$ cat src/rtl/redundant_pair_finder_pkg.sv
// Shared definitions for the redundancy controller's pair finder: default
// widths/depths and the scan FSM state encoding.
package redundant_pair_finder_pkg;

    localparam int RPF_WORD_WIDTH = 8;
    localparam int RPF_MAX_C_SIZE = 16;
    localparam int RPF_CNT_WIDTH  = $clog2(RPF_MAX_C_SIZE) + 1;

    typedef enum logic [1:0] {
        RPF_LOAD = 2'd0,
        RPF_SCAN = 2'd1,
        RPF_EMIT = 2'd2,
        RPF_DONE = 2'd3
    } rpf_state_t;

endpackage

$ cat src/rtl/pair_index_iterator.sv
// Walks all index pairs (i < j < n) in lexicographic order and flags the
// final pair (n-2, n-1).
module pair_index_iterator
    import redundant_pair_finder_pkg::*;
#(
    parameter int CNT_WIDTH = RPF_CNT_WIDTH
) (
    input  logic                 clk,
    input  logic                 reset_n,
    input  logic [CNT_WIDTH-1:0] n,
    input  logic                 advance,
    input  logic                 clear,
    output logic [CNT_WIDTH-1:0] i,
    output logic [CNT_WIDTH-1:0] j,
    output logic                 last_pair
);

    logic [CNT_WIDTH-1:0] n_m1;
    logic [CNT_WIDTH-1:0] n_m2;

    assign n_m1      = n - CNT_WIDTH'(1);
    assign n_m2      = n - CNT_WIDTH'(2);
    assign last_pair = (i == n_m2) && (j == n_m1);

    always_ff @(posedge clk) begin
        if (!reset_n || clear) begin
            i <= '0;
            j <= CNT_WIDTH'(1);
        end else if (advance) begin
            // End of a row: restart j just right of the new i.
            if (j == n_m1) begin
                i <= i + CNT_WIDTH'(1);
                j <= i + CNT_WIDTH'(2);
            end else begin
                j <= j + CNT_WIDTH'(1);
            end
        end
    end

endmodule

$ cat src/rtl/redundant_pair_finder.sv
// Buffers one lowered filter column, then emits every index pair whose
// weights are equal and nonzero, in lexicographic order.
//
//   state | meaning
//   LOAD  | accepting weights into the column buffer
//   SCAN  | comparing buf[i] with buf[j], one pair per cycle
//   EMIT  | holding a matched pair until the distance calculator takes it
//   DONE  | column finished; counters cleared, done pulse follows
module redundant_pair_finder
    import redundant_pair_finder_pkg::*;
#(
    parameter int WORD_WIDTH = RPF_WORD_WIDTH,
    parameter int MAX_C_SIZE = RPF_MAX_C_SIZE,
    parameter int CNT_WIDTH  = RPF_CNT_WIDTH
) (
    input  logic                  clk,
    input  logic                  reset_n,
    input  logic                  in_valid,
    output logic                  in_ready,
    input  logic [WORD_WIDTH-1:0] in_data,
    input  logic                  in_last,
    output logic                  out_valid,
    input  logic                  out_ready,
    output logic [WORD_WIDTH-1:0] out_idx1,
    output logic [WORD_WIDTH-1:0] out_idx2,
    output logic                  done
);

    localparam int IDX_W = $clog2(MAX_C_SIZE);

    rpf_state_t            state, state_nxt;
    logic [WORD_WIDTH-1:0] col_buf [MAX_C_SIZE];
    logic [CNT_WIDTH-1:0]  n, n_nxt;
    logic [CNT_WIDTH-1:0]  i, j;
    logic                  last_pair;
    logic                  advance;
    logic                  clear;
    logic                  beat;
    logic                  match;
    logic                  out_valid_nxt;
    logic                  done_nxt;
    logic [WORD_WIDTH-1:0] idx1_nxt, idx2_nxt;

    pair_index_iterator #(
        .CNT_WIDTH (CNT_WIDTH)
    ) u_iter (
        .clk       (clk),
        .reset_n   (reset_n),
        .n         (n),
        .advance   (advance),
        .clear     (clear),
        .i         (i),
        .j         (j),
        .last_pair (last_pair)
    );

    always_comb begin
        state_nxt     = state;
        n_nxt         = n;
        advance       = 1'b0;
        clear         = 1'b0;
        out_valid_nxt = out_valid;
        idx1_nxt      = out_idx1;
        idx2_nxt      = out_idx2;
        in_ready      = (state == RPF_LOAD);
        beat          = in_valid && (state == RPF_LOAD);
        // Pruned (zero) weights are never redundancy candidates.
        match         = (col_buf[i[IDX_W-1:0]] == col_buf[j[IDX_W-1:0]]) &&
                        (col_buf[i[IDX_W-1:0]] != '0);

        unique case (state)
            RPF_LOAD: begin
                if (beat) begin
                    n_nxt = n + CNT_WIDTH'(1);
                    if (in_last || (n == CNT_WIDTH'(MAX_C_SIZE - 1))) begin
                        state_nxt = (n == '0) ? RPF_DONE : RPF_SCAN;
                    end
                end
            end
            RPF_SCAN: begin
                if (match) begin
                    idx1_nxt      = WORD_WIDTH'(i);
                    idx2_nxt      = WORD_WIDTH'(j);
                    out_valid_nxt = 1'b1;
                    state_nxt     = RPF_EMIT;
                end else if (last_pair) begin
                    state_nxt = RPF_DONE;
                end else begin
                    advance = 1'b1;
                end
            end
            RPF_EMIT: begin
                if (out_ready) begin
                    out_valid_nxt = 1'b0;
                    if (last_pair) begin
                        state_nxt = RPF_DONE;
                    end else begin
                        advance   = 1'b1;
                        state_nxt = RPF_SCAN;
                    end
                end
            end
            RPF_DONE: begin
                clear     = 1'b1;
                n_nxt     = '0;
                state_nxt = RPF_LOAD;
            end
            default: state_nxt = RPF_LOAD;
        endcase

        done_nxt = (state == RPF_DONE);
    end

    always_ff @(posedge clk) begin
        if (!reset_n) begin
            state     <= RPF_LOAD;
            n         <= '0;
            out_valid <= 1'b0;
            out_idx1  <= '0;
            out_idx2  <= '0;
            done      <= 1'b0;
        end else begin
            state     <= state_nxt;
            n         <= n_nxt;
            out_valid <= out_valid_nxt;
            out_idx1  <= idx1_nxt;
            out_idx2  <= idx2_nxt;
            done      <= done_nxt;
        end
    end

    // No reset needed on the data: n alone decides which entries are live.
    always_ff @(posedge clk) begin
        if (reset_n && beat) begin
            col_buf[n[IDX_W-1:0]] <= in_data;
        end
    end

endmodule
$ cat config.mk
export PLATFORM = sky130hd
export DESIGN_NAME = redundant_pair_finder
export DESIGN_NICKNAME = d
export VERILOG_FILES = /design/src/rtl/redundant_pair_finder_pkg.sv /design/src/rtl/pair_index_iterator.sv /design/src/rtl/redundant_pair_finder.sv
export SDC_FILE = /design/constraint.sdc
export NUM_CORES = 1
export LEC_CHECK = 0
export CAP_MARGIN = 30
export CORE_ASPECT_RATIO = 0.75
export CORE_MARGIN = 10
export CORE_UTILIZATION = 45
export DETAILED_ROUTE_END_ITERATION = 10
export GPL_TIMING_DRIVEN = 0
export HOLD_SLACK_MARGIN = 0.08
export SYNTH_ARGS = -nofsm -noshare
export SYNTH_HDL_FRONTEND = slang
export SYNTH_SLANG_ARGS = --single-unit
$ cat constraint.sdc
create_clock -name clk -period 4.3 [get_ports clk]
set_clock_uncertainty 0.15 [all_clocks]
set_input_delay 0.86 -clock clk [delete_from_list [all_inputs] [get_ports clk]]
set_output_delay 0.86 -clock clk [all_outputs]
set_load 0.005 [all_outputs]
# Word-level counts from Yosys, hierarchy flattened
# Memories as Yosys holds them, arrays and structs flattened. A register that Yosys moved wholly into a read port is not among the register bits.
# Cells that the tools add are included.
op_classes:
  addsub: 6
  n_eq_ne: 12
  muxes: 25
  n_reduce_logical: 17
ops:
  columns: ["op", "n"]
  rows:
  - ["4-bit 2-to-1 mux", 4]
  - ["5-bit by 1-bit adder with 5-bit output (second input constant)", 3]
  - ["2-bit 2-to-1 mux", 7]
  - ["5-bit == test", 2]
  - ["5-bit 2-to-1 mux", 2]
  - ["5-bit one-hot mux with 2 select lines", 1]
  - ["8-bit == test", 1]
  - ["1-bit 2-to-1 mux", 8]
  - ["2-bit one-hot mux with 4 select lines", 1]
  - ["8-bit nonzero test", 1]
  - ["2-bit AND reduction", 3]
  - ["5-bit by 2-bit adder with 5-bit output (second input constant)", 1]
  - ["5-bit by 4-bit == test with 1-bit output (second input constant)", 1]
  - ["5-bit logical NOT", 1]
  - ["5-bit by 1-bit subtractor with 5-bit output (second input constant)", 1]
  - ["5-bit by 2-bit subtractor with 5-bit output (second input constant)", 1]
  - ["2-bit == test (second input constant)", 2]
  - ["1-bit logical AND", 4]
  - ["2-bit by 1-bit inequality test with 1-bit output (second input constant)", 2]
  - ["2-bit inequality test (second input constant)", 2]
  - ["1-bit one-hot mux with 2 select lines", 2]
  - ["4-bit AND reduction", 1]
  - ["2-bit nonzero test", 2]
  - ["3-bit inequality test (second input constant)", 1]
  - ["5 further kinds", 6]
word_totals:
  reg_bits: 29
  ramBits: 128
  input_bits: 13
  mem_count: 1
mem_list:
  columns: ["memory", "depth", "width", "rd", "rd_ports_with_merged_regs", "write_ports", "line", "rtl"]
  rows:
  - ["col_buf", 16, 8, 2, 2, 1, "redundant_pair_finder.sv:32", "logic [WORD_WIDTH-1:0] col_buf [MAX_C_SIZE];"]

# Longest topological paths before layout
logic_depth:
  depth_word: 9
  mapped_depth: 13
  ltp_nobuf: 11

# Modules after synthesis
# From an unflattened synthesis, not the netlist that was laid out.
hier_totals:
  hier_cells: 539
  area_unflattened_um2: 8115.3
by_module_without_submodules:
  columns: ["mod", "instances", "cells_per_inst", "area_per_inst_um2"]
  rows:
  - ["redundant_pair_finder", 1, 435, 7210.7]
  - ["pair_index_iterator", 1, 104, 904.6]

# Least setup slack after synthesis
# No wires, ideal clock.
synth_timing:
  path_type: "register to register"
  start: "reg (tool-made name)"
  end: "reg state[0]"
  arrival_ns: 3.162
  t_required_ns: 4.034
  setup_slack_ns: 0.871
  path_stages_with_launch: 12
  n_path_buf: 3
  synth_period_minus_slack_ns: 3.429
  cell_sequence: "dfxtp_1 > buf_2 > buf_2 > buf_2 > mux4_2 > a221oi_2 > xor2_1 > nand2_1 > a2111oi_2 > nor2b_1 > o311a_1 > a41o_1"
synth_rtl:
  columns: ["element", "line", "rtl"]
  rows:
  - ["to (signal assigned)", "redundant_pair_finder.sv:123", "state <= state_nxt;"]
  - ["to (decl)", "redundant_pair_finder.sv:31", "rpf_state_t state, state_nxt;"]

==> parameters.txt <==
Parameter                              Value

Run status
  Result of the run ... completed

Power
  Power per unit of standard cell area ... between 400 and 500 nW/um2
  Peak VDD IR ... about 220 uV
  Power, Total ... about 0.0042 W
  Leakage dissipation ... approximately 3.2 nW

Final layout
  Final standard cell area without fillers ... roughly 9500 um2
  Multi-input combinational cell area ... 3403 um2
  Count of inserted antenna diode cells ... 0
  # nets final ... ~660
  Area of all sequential standard cells ... about 4600 um2
  Layout overhead on the synthesized area ... 16.44%
  Share of final-layout standard cells stronger than drive strength 1 ... between 20% and 30%
  Count of filler cells inserted in the layout ... 1468

Worst setup path
  Worst endpoint required time ... between 4 and 5 ns
  Kind of cell adding the most delay to the critical path ... buffers and inverters
  Cell-by-cell listing of the critical path ... clkbuf_1 > clkinv_1 > mux2i_1 > mux2i_1 > xnor2_1 > nand4_1 > a2111oi_4 > nor2b_1 > o311a_1 > a41o_1
  Cell at the slowest stage of the critical path ... sky130_fd_sc_hd__clkinv_1
  Setup Crit Path Kind ... flop to flop
  Critical path launch point type ... flop
  Max stage delay on crit path ... 0.53 ns
  Critical Path End Type ... flop
  Data arrival time of the critical path ... between 4 and 5 ns
  Crit path max fanout ... 10
  Critical path buffer and inverter count ... 2
  Most common cell type on the critical path ... sky130_fd_sc_hd__mux2i_1

Clock network
  Clock tree root buffer cell ... sky130_fd_sc_hd__clkbuf_16
  TritonCTS buffer count ... 17
  Clock tree from TritonCTS ... built
  Number of H-tree levels ... 4
  Maximum root-to-sink buffer count ... 2
  Clock slew at reported path FFs ... about 0.070 ns
  Skew-Pair Late Insertion Delay ... 0.43 ns
  Cts-stage hold buffer count ... 0
  Total clock sinks ... around 170

Timing
  Minimum setup slack in the final design ... approximately 0.20 ns
  Worst relative slew slack ... 47.16%
  Total count of max-transition violations in the final report ... 0
  Hold violation total from the final report ... 0
  Final-layout setup total negative slack ... 0 ns
  Worst-margin pin slew ... 0.7926 ns
  RSZ-0062 raised after global routing ... no
  Final Cycle Share ... between 90 and 100%
  Fmax ... about 240 MHz
  Clock period minus worst slack ... just over 4 ns
  Count of endpoints failing setup in the final report ... 0
  Worst Hold Margin ... 0.3146 ns

Placement
  Count of input and output buffers ... 25
  Half-perimeter wire length of the detailed placement result ... 15490 um
  Worst-case setup slack after placement ... ~0.082 ns
  Routability Congestion ... approximately 0.87
  Placement-stage cell area ... approximately 8900 um2

Global route
  Total global routing track utilization ... between 10% and 20%
  Number of global-route vias before repair ... a little over 5000
  Initial antenna violation count ... 0
  Global route overflow ... 0
  Wire length of the first global-routing pass ... between 30000 and 40000 um
  Pin count of the biggest net entering global routing ... 17

Route
  Total wirelength of the detailed-routed design ... approximately 21000 um
  Routed WL per cell ... ~24 um
  Via count of the routed design ... between 5000 and 6000
  First drt pass iteration count ... 5
  DRT antenna net count ... 0
  Number of DRC violations after detailed-routing iteration 0 ... about 420
  DRC Markers ... 0
  Via-to-Cell Ratio ... 5.976

Yosys
  Synth top area cells ... sky130_fd_sc_hd__edfxtp_1, sky130_fd_sc_hd__mux4_2, sky130_fd_sc_hd__dfxtp_1, sky130_fd_sc_hd__ha_1, sky130_fd_sc_hd__mux2i_1
  Number of distinct library cell variants in the gate-level netlist after synthesis ... 62
  Sequential cell area fraction in the yosys report ... between 50% and 60%
  Most frequent cell after synthesis ... sky130_fd_sc_hd__edfxtp_1
  Cell taking the most area after synthesis ... sky130_fd_sc_hd__edfxtp_1
  Ranking of synthesized cells by instance count ... sky130_fd_sc_hd__edfxtp_1, sky130_fd_sc_hd__mux4_2, sky130_fd_sc_hd__nand2_1
  Number of warnings printed during yosys synthesis ... 0
  EDFF count, synth ... about 130
  Proportion of register bits with asynchronous set or reset after synthesis ... 0%
  Cell count after synthesis ... 560
  Flip-flop cell with the highest count after synthesis ... sky130_fd_sc_hd__edfxtp_1
  Post-synthesis average cell area ... around 15 um2
  Cell area after synthesis ... ~8000 um2
  Synthesized flop and latch total ... 165
  Area share of the largest cell type after synthesis ... a little under half

Flow run
  Number of violations of the max-capacitance limit ... 0

Floorplan
  Number of ports placed on the die boundary ... 32
  DIE AREA ... about 24000 um2
  Total core area ... between 15000 and 20000 um2
  Number of standard-cell rows in the floorplan ... 42
  Die Width ... 175.8 um
  Initial Utilization ... 46.15%
  Chip height ... 136.9 um

Worst hold path
  Worst hold path type ... flop to flop
[timing repair]
action,in CTS,in global routing
endpoints found under the setup margin,0,30
resized for setup,0,14
buffers inserted,0,1
[state kept, by name, indices dropped and copies added (netlist names), named ones only]
register	cells
state	2
out_valid	1
out_idx1	5
out_idx2	5
done	1
u_iter.i	5
u_iter.j	5
n	5
col_buf	128
[logic make-up after synthesis]
| kind of cell | count (synthesis) | synth area share, % |
|---|---|---|
| AO/OA/AOI/OAI | 76 | 7.572 |
| XOR/XNOR | 22 | 2.351 |
| adder cells (fa/ha/maj) | 16 | 2.442 |
| buffers and inverters | 49 | 3.053 |
| flip-flops | 165 | 55.93 |
| multiplexers | 82 | 19.81 |
| other | 1 | 0.04575 |
| AND/OR/NAND/NOR | 149 | 8.793 |
[report_power, final]
group / switching (W) / total [W] / internal, W
Clock: 0.000636 / 0.00143 / 0.000799
Combinational: 0.000543 / 0.000997 / 0.000454
Sequential: 0.0000444 / 0.00181 / 0.00177
Total: 0.00122 / 0.00425 / 0.00302
[layout make-up]
cell class	count	area share, %
Buffer	39	2.347
Clock buffer	17	4.457
Clock inverter	15	1.350
Inverter	10	0.3933
Multi-Input combinational cell	351	35.66
Sequential cell	165	48.03
Tap cell	242	3.173
Timing Repair Buffer	42	4.588
[cell usage in the layout (no fill, tap or decap), drive strengths merged, types with 4 or more instances in the layout]
| cell | synthesis | layout |
|---|---|---|
| a221oi | 8 | 8 |
| xor2 | 7 | 7 |
| mux4 | 62 | 62 |
| nand4 | 4 | 4 |
| a21oi | 10 | 10 |
| nor2 | 37 | 37 |
| o21ai | 8 | 8 |
| nor2b | 17 | 17 |
| buf | 19 | 33 |
| and2 | 5 | 5 |
| nand2 | 42 | 42 |
| and3 | 5 | 5 |
| a211oi | 5 | 5 |
| clkdlybuf4s50 | 0 | 25 |
| o22ai | 4 | 4 |
| xnor2 | 15 | 15 |
| mux2i | 19 | 19 |
| nand3 | 24 | 24 |
| clkinv | 1 | 11 |
| inv | 9 | 13 |
| clkbuf | 20 | 40 |
| dfxtp | 37 | 37 |
| a22oi | 7 | 7 |
| ha | 16 | 16 |
| edfxtp | 128 | 128 |
| a21boi | 11 | 11 |
| conb | 1 | 6 |
[per-layer routing]
metal | vias up | routed length [um] | track usage (%)
li1 | 2336 | - | -
met1 | 2688 | 9717 | 25.99
met2 | 225 | 9542 | 26.50
met3 | 16 | 1621 | 3.992
met4 | 0 | 183 | 4.086
met5 | - | 0 | 0
[through the flow]
step / instances / utilization, %
6_report: 881 / 53.73
5_1_grt: 881 / 53.73
4_1_cts: 880 / 53.50
3_5_place_dp: 848 / 50.38
3_3_place_gp: 832 / 49.37
2_1_floorplan: 565 / -
[worst paths after layout]
path	cells past startpoint	endpoint	start	slack, ns
worst min-delay path	2	out_idx2[1]	out_idx2[1]	0.31
worst max-delay path	10	state[0]	flop	0.20
worst max register to register	10	state[0]	flop	0.20
worst min register to register	2	out_idx2[1]	out_idx2[1]	0.31
[worst reg2reg max path: stages, from the launching register on]
cell and delay (ns):
sky130_fd_sc_hd__dfxtp_1 0.33, sky130_fd_sc_hd__clkbuf_1 0.46, sky130_fd_sc_hd__clkinv_1 0.54, sky130_fd_sc_hd__mux2i_1 0.23, sky130_fd_sc_hd__mux2i_1 0.43, sky130_fd_sc_hd__xnor2_1 0.29, sky130_fd_sc_hd__nand4_1 0.42, sky130_fd_sc_hd__a2111oi_4 0.42
sky130_fd_sc_hd__nor2b_1 0.18, sky130_fd_sc_hd__o311a_1 0.36, sky130_fd_sc_hd__a41o_1 0.20
Power figures use the tool's default switching activity.
==> RTL edit 1: new RTL, same flow settings <==
The 4 states of `rpf_state_t` get a Gray code encoding in 2 bits.
--- a/src/rtl/redundant_pair_finder_pkg.sv
+++ b/src/rtl/redundant_pair_finder_pkg.sv
@@ -7,10 +7,10 @@
     localparam int RPF_CNT_WIDTH  = $clog2(RPF_MAX_C_SIZE) + 1;
 
     typedef enum logic [1:0] {
-        RPF_LOAD = 2'd0,
-        RPF_SCAN = 2'd1,
-        RPF_EMIT = 2'd2,
-        RPF_DONE = 2'd3
+        RPF_LOAD = 2'b00,
+        RPF_SCAN = 2'b01,
+        RPF_EMIT = 2'b11,
+        RPF_DONE = 2'b10
     } rpf_state_t;
 
 endpackage
Behaviour: no difference found for any inputs over 10 cycles, from zero or initial values and one cycle with reset_n low; not proved beyond that.
==> RTL edit 1 against the original RTL <==
Power decreased by 3.1%; routed wire length up 5.8%; die area up 1.0%; non-clock buffer count fell by 5; synthesized area increased by 1.2%; combinational power shrank 13%; worst setup slack improved by 0.18 ns; sequential cell count unchanged; hold slack worse by 0.0031 ns; design area rose by 0.46%; global-route usage is 0.79 points higher; highest routed layer unchanged.
==> RTL edit 1: results (changes against the original RTL) <==
| Metric | Value |
|---|---|
| Routed vias | `5,530 (was 5,265)` |
| Register area share after synthesis | `55.3% (was 55.9%)` |
| Post-Place Cells | `867 (was 848)` |
| Met2 wire length | `9580 µm (was 9540 µm)` |
| Crit path DAT | `4.12 ns (was 4.28 ns)` |
| Met1 usage | `27.1% (was 26.0%)` |
| Synth top cells by count | `edfxtp_1 (128), mux2i_1 (60), nand2_1 (52) (was edfxtp_1 (128), mux4_2 (55), nand2_1 (41))` |
| Critical path's slowest cell | `o41a_1 (was clkinv_1)` |
| Fin cells | `901 (was 881)` |
| Crit-path max cell delay | `0.61 ns (was 0.53 ns)` |
| Grt met2 use | `26.2% (was 26.5%)` |
| Peak supply drop | `0.246 mV (was 0.216 mV)` |
| Crit-path max FO | `9 (was 10)` |
| First-pass GRT wire length | `33,300 µm (was 31,400 µm)` |
| Cell leakage power | `3.29 nW (was 3.17 nW)` |
| Nets@finish | `671 (was 655)` |
| GR Util met3 | `6.40% (was 3.99%)` |
| Area contributors post-synth | `edfxtp_1 (46%), mux4_2 (10%), dfxtp_1 (8.9%) (was edfxtp_1 (47%), mux4_2 (15%), dfxtp_1 (9.0%))` |
| Vias in the first global route | `5,202 (was 5,096)` |
| Post-synthesis compound-gate area fraction | `7.66% (was 7.57%)` |
| Synth unique cells | `64 (was 62)` |
| Area post-placement | `0.00899 mm² (was 0.00895 mm²)` |
| Initial DRC count | `693 (was 416)` |
| Final WL | `22,300 µm (was 21,100 µm)` |
| Post-Synth XOR/XNOR Area | `2.41% (was 2.35%)` |
| Post-DP HPWL | `15,800 µm (was 15,500 µm)` |
| Post-synthesis adder-cell area fraction | `1.81% (was 2.44%)` |
| GRT Total Usage | `18.6% (was 17.8%)` |
| Cell count after synthesis | `584 (was 560)` |
| Worst Tran Pin Value | `1.08 ns (was 0.793 ns)` |
| Status | `complete, no violations (unchanged)` |
## RTL edit 1: logic make-up (layout without fill, tap and decap cells)
| group | count (synthesis) | after routing |
|---|---|---|
| buf+inv | 49 | 119 |
| xor+xnor | 22 | 22 |
| simple gates | 141 | 141 |
| compound gates | 85 | 85 |
| other cells | 1 | 6 |
| mux | 109 | 109 |
| flops | 165 | 165 |
| fa+ha+maj | 12 | 12 |
## RTL edit 1: worst reg2reg max path, cell delays in order, from the launching register on
cell and delay [ns]:
dfxtp_1 0.52, nor2b_1 0.09, clkbuf_1 0.33, a221oi_1 0.46, nor2_1 0.08, o21ai_0 0.55, xnor2_1 0.22, nand4_1 0.32
o41a_1 0.61, nand3_1 0.29, mux2i_1 0.23
## RTL edit 1: cell type report
class                           count  area (µm²)
Fill cell                        1466        8280
Tap cell                          242         303
Clock buffer                       20         479
Multi-Input combinational cell    375        3470
Inverter                           11        41.3
Buffer                             38         231
Clock inverter                     12        91.3
Sequential cell                   165        4580
Timing Repair Buffer               38         385
## RTL edit 1: worst paths after layout
check | endpoint | slack [ns] | depth (start not counted)
setup / recovery | u_iter.i[0]$_SDFFE_PP0P_ | 0.38 | 10
hold reg to reg | out_idx1[1]$_SDFFE_PN0P_ | 0.31 | 2
hold / removal | out_idx1[1]$_SDFFE_PN0P_ | 0.31 | 2
setup reg to reg | u_iter.i[0]$_SDFFE_PP0P_ | 0.38 | 10
## RTL edit 1: where the power goes
part           internal [W]  leakage, nW  switching (W)
Combinational      0.000384         1.56       0.000483
Clock              0.000816        0.288       0.000640
Sequential          0.00176         1.45      0.0000321
Total               0.00296         3.29        0.00116
==> RTL edit 2: new RTL, same flow settings <==
Made on the original files. Change the package constant `RPF_WORD_WIDTH` from 8 to 7.
--- a/src/rtl/redundant_pair_finder_pkg.sv
+++ b/src/rtl/redundant_pair_finder_pkg.sv
@@ -2,7 +2,7 @@
 // widths/depths and the scan FSM state encoding.
 package redundant_pair_finder_pkg;
 
-    localparam int RPF_WORD_WIDTH = 8;
+    localparam int RPF_WORD_WIDTH = 7;
     localparam int RPF_MAX_C_SIZE = 16;
     localparam int RPF_CNT_WIDTH  = $clog2(RPF_MAX_C_SIZE) + 1;
 
Ports: changed (resized in_data, out_idx1 and out_idx2); port bits go from 32 to 29. No check against the original RTL was run, so the function may have changed too.
==> RTL edit 2 against the original RTL <==
Non-clock buffer count is 13 lower; synthesized area decreased by 9.6%; combinational power shrank 21%; sequential share of layout area decreased by 0.094 points; sequential cell count is 16 lower; worst setup slack improved by 0.44 ns; synthesized cell count down 8.6%; via count down 11%; maximum frequency rose by 12%; routed wire length fell by 11%; power fell by 12%; design area is 10% lower; largest power group unchanged; highest routed layer unchanged.
==> RTL edit 2: results (changes against the original RTL) <==
| Metric | Value |
|---|---|
| Status | `complete, no violations (unchanged)` |
| Crit-path max FO | `9 (was 10)` |
| Share of layout cells above drive strength 1 | `21.2% (was 22.1%)` |
| Synth unique cells | `46 (was 62)` |
| Grt met2 use | `23.3% (was 26.5%)` |
| Wl on met1 | `9060 µm (was 9720 µm)` |
| Register area share after synthesis | `55.4% (was 55.9%)` |
| Initial DRC count | `531 (was 416)` |
| GR Util met3 | `4.56% (was 3.99%)` |
| Crit path to | `u_iter.j[1]$_SDFFE_PP0N_ (was state[0]$_SDFFE_PN0P_)` |
| Area post-placement | `0.00802 mm² (was 0.00895 mm²)` |
| Hold Path End | `out_valid$_SDFFE_PN0P_ (was out_idx2[1]$_SDFFE_PN0P_)` |
| Routed WL per cell | `23.7 µm (was 23.9 µm)` |
| Met1 usage | `25.9% (was 26.0%)` |
| Met3 Wirelength | `1410 µm (was 1620 µm)` |
| Hold Crit Start | `out_valid$_SDFFE_PN0P_ (was out_idx2[1]$_SDFFE_PN0P_)` |
| Critical path's slowest cell | `clkbuf_1 (was clkinv_1)` |
| Worst R2R Setup Slack | `0.64 ns (was 0.20 ns)` |
| Vias/cell | `5.92 (was 5.98)` |
| Crit-path max cell delay | `0.61 ns (was 0.53 ns)` |
| Nets@finish | `596 (was 655)` |
| Largest net degree at the start of global routing | `17 (unchanged)` |
| Cell family with most CP delay | `multiplexers (was buffers and inverters)` |
| Vias in the first global route | `4,488 (was 5,096)` |
| Peak supply drop | `0.286 mV (was 0.216 mV)` |
| Post-synth EDFFs | `112 (was 128)` |
| First-pass GRT wire length | `28,300 µm (was 31,400 µm)` |
| Max reg flops | `112 (was 128)` |
| Met2 wire length | `8130 µm (was 9540 µm)` |
| Synth top cells by count | `edfxtp_1 (112), mux4_2 (58), dfxtp_1 (37) (was edfxtp_1 (128), mux4_2 (55), nand2_1 (41))` |
| Register-to-Register Path Depth | `9 (was 10)` |
| Cell leakage power | `2.97 nW (was 3.17 nW)` |
| GRT Total Usage | `17.0% (was 17.8%)` |
| Area contributors post-synth | `edfxtp_1 (45%), mux4_2 (18%), dfxtp_1 (10%) (was edfxtp_1 (47%), mux4_2 (15%), dfxtp_1 (9.0%))` |
| Crit path DAT | `3.81 ns (was 4.28 ns)` |
| Setup bufs post-CTS | `0 (unchanged)` |
| Gpl congestion | `0.865 (was 0.868)` |
| Worst Tran Pin Value | `1.05 ns (was 0.793 ns)` |
[RTL edit 2: cell count changes in the layout (fill, tap and decap cells not counted), moves of 6 or more]
| cell | before | now |
|---|---|---|
| edfxtp_1 | 128 | 112 |
| mux2i_1 | 19 | 34 |
| buf_6 | 18 | 6 |
| nand2_1 | 41 | 30 |
| a21boi_0 | 11 | 1 |
| nor2_1 | 37 | 28 |
| nor2b_1 | 17 | 26 |
| xnor2_1 | 15 | 6 |
| mux4_1 | 7 | 0 |
| xor2_1 | 7 | 14 |
| a221oi_1 | 6 | 0 |
| buf_4 | 8 | 14 |
| clkinvlp_4 | 0 | 6 |
[RTL edit 2: per-stage QoR]
| stage | hold WS [ns] | setup WS [ns] | std cells |
|---|---|---|---|
| floorplan | 0.315 | 1.37 | 515 |
| global placement | 0.325 | 0.675 | 749 |
| detailed placement | 0.322 | 0.734 | 758 |
| CTS | 0.343 | 0.676 | 790 |
| global route | 0.383 | 0.316 | 791 |
| finish | 0.335 | 0.640 | 791 |
[RTL edit 2: logic make-up after synthesis]
| logic type | synth area share [%] |
|---|---|
| flops | 55.4 |
| mux | 22.2 |
| simple gates | 10.1 |
| compound gates | 4.30 |
| xor+xnor | 2.36 |
| fa+ha+maj | 2.70 |
| other cells | 0.0506 |
| buf+inv | 2.94 |
[RTL edit 2: cell type report]
type,instances,area (µm²),area share [%]
clock inverters,12,82.6,0.965
plain buffers,34,184,2.15
multi-input cells,323,3120,36.4
clock buffers,20,447,5.22
inverters,9,33.8,0.395
repair buffers,34,330,3.86
well taps,210,263,3.07
flip-flops and latches,149,4100,47.9
[RTL edit 2: power by group]
part / leakage (nW) / internal, W / switching (W)
Combinational: 1.42 / 0.000368 / 0.000423
Clock: 0.244 / 0.000748 / 0.000577
Sequential: 1.31 / 0.00159 / 0.0000387
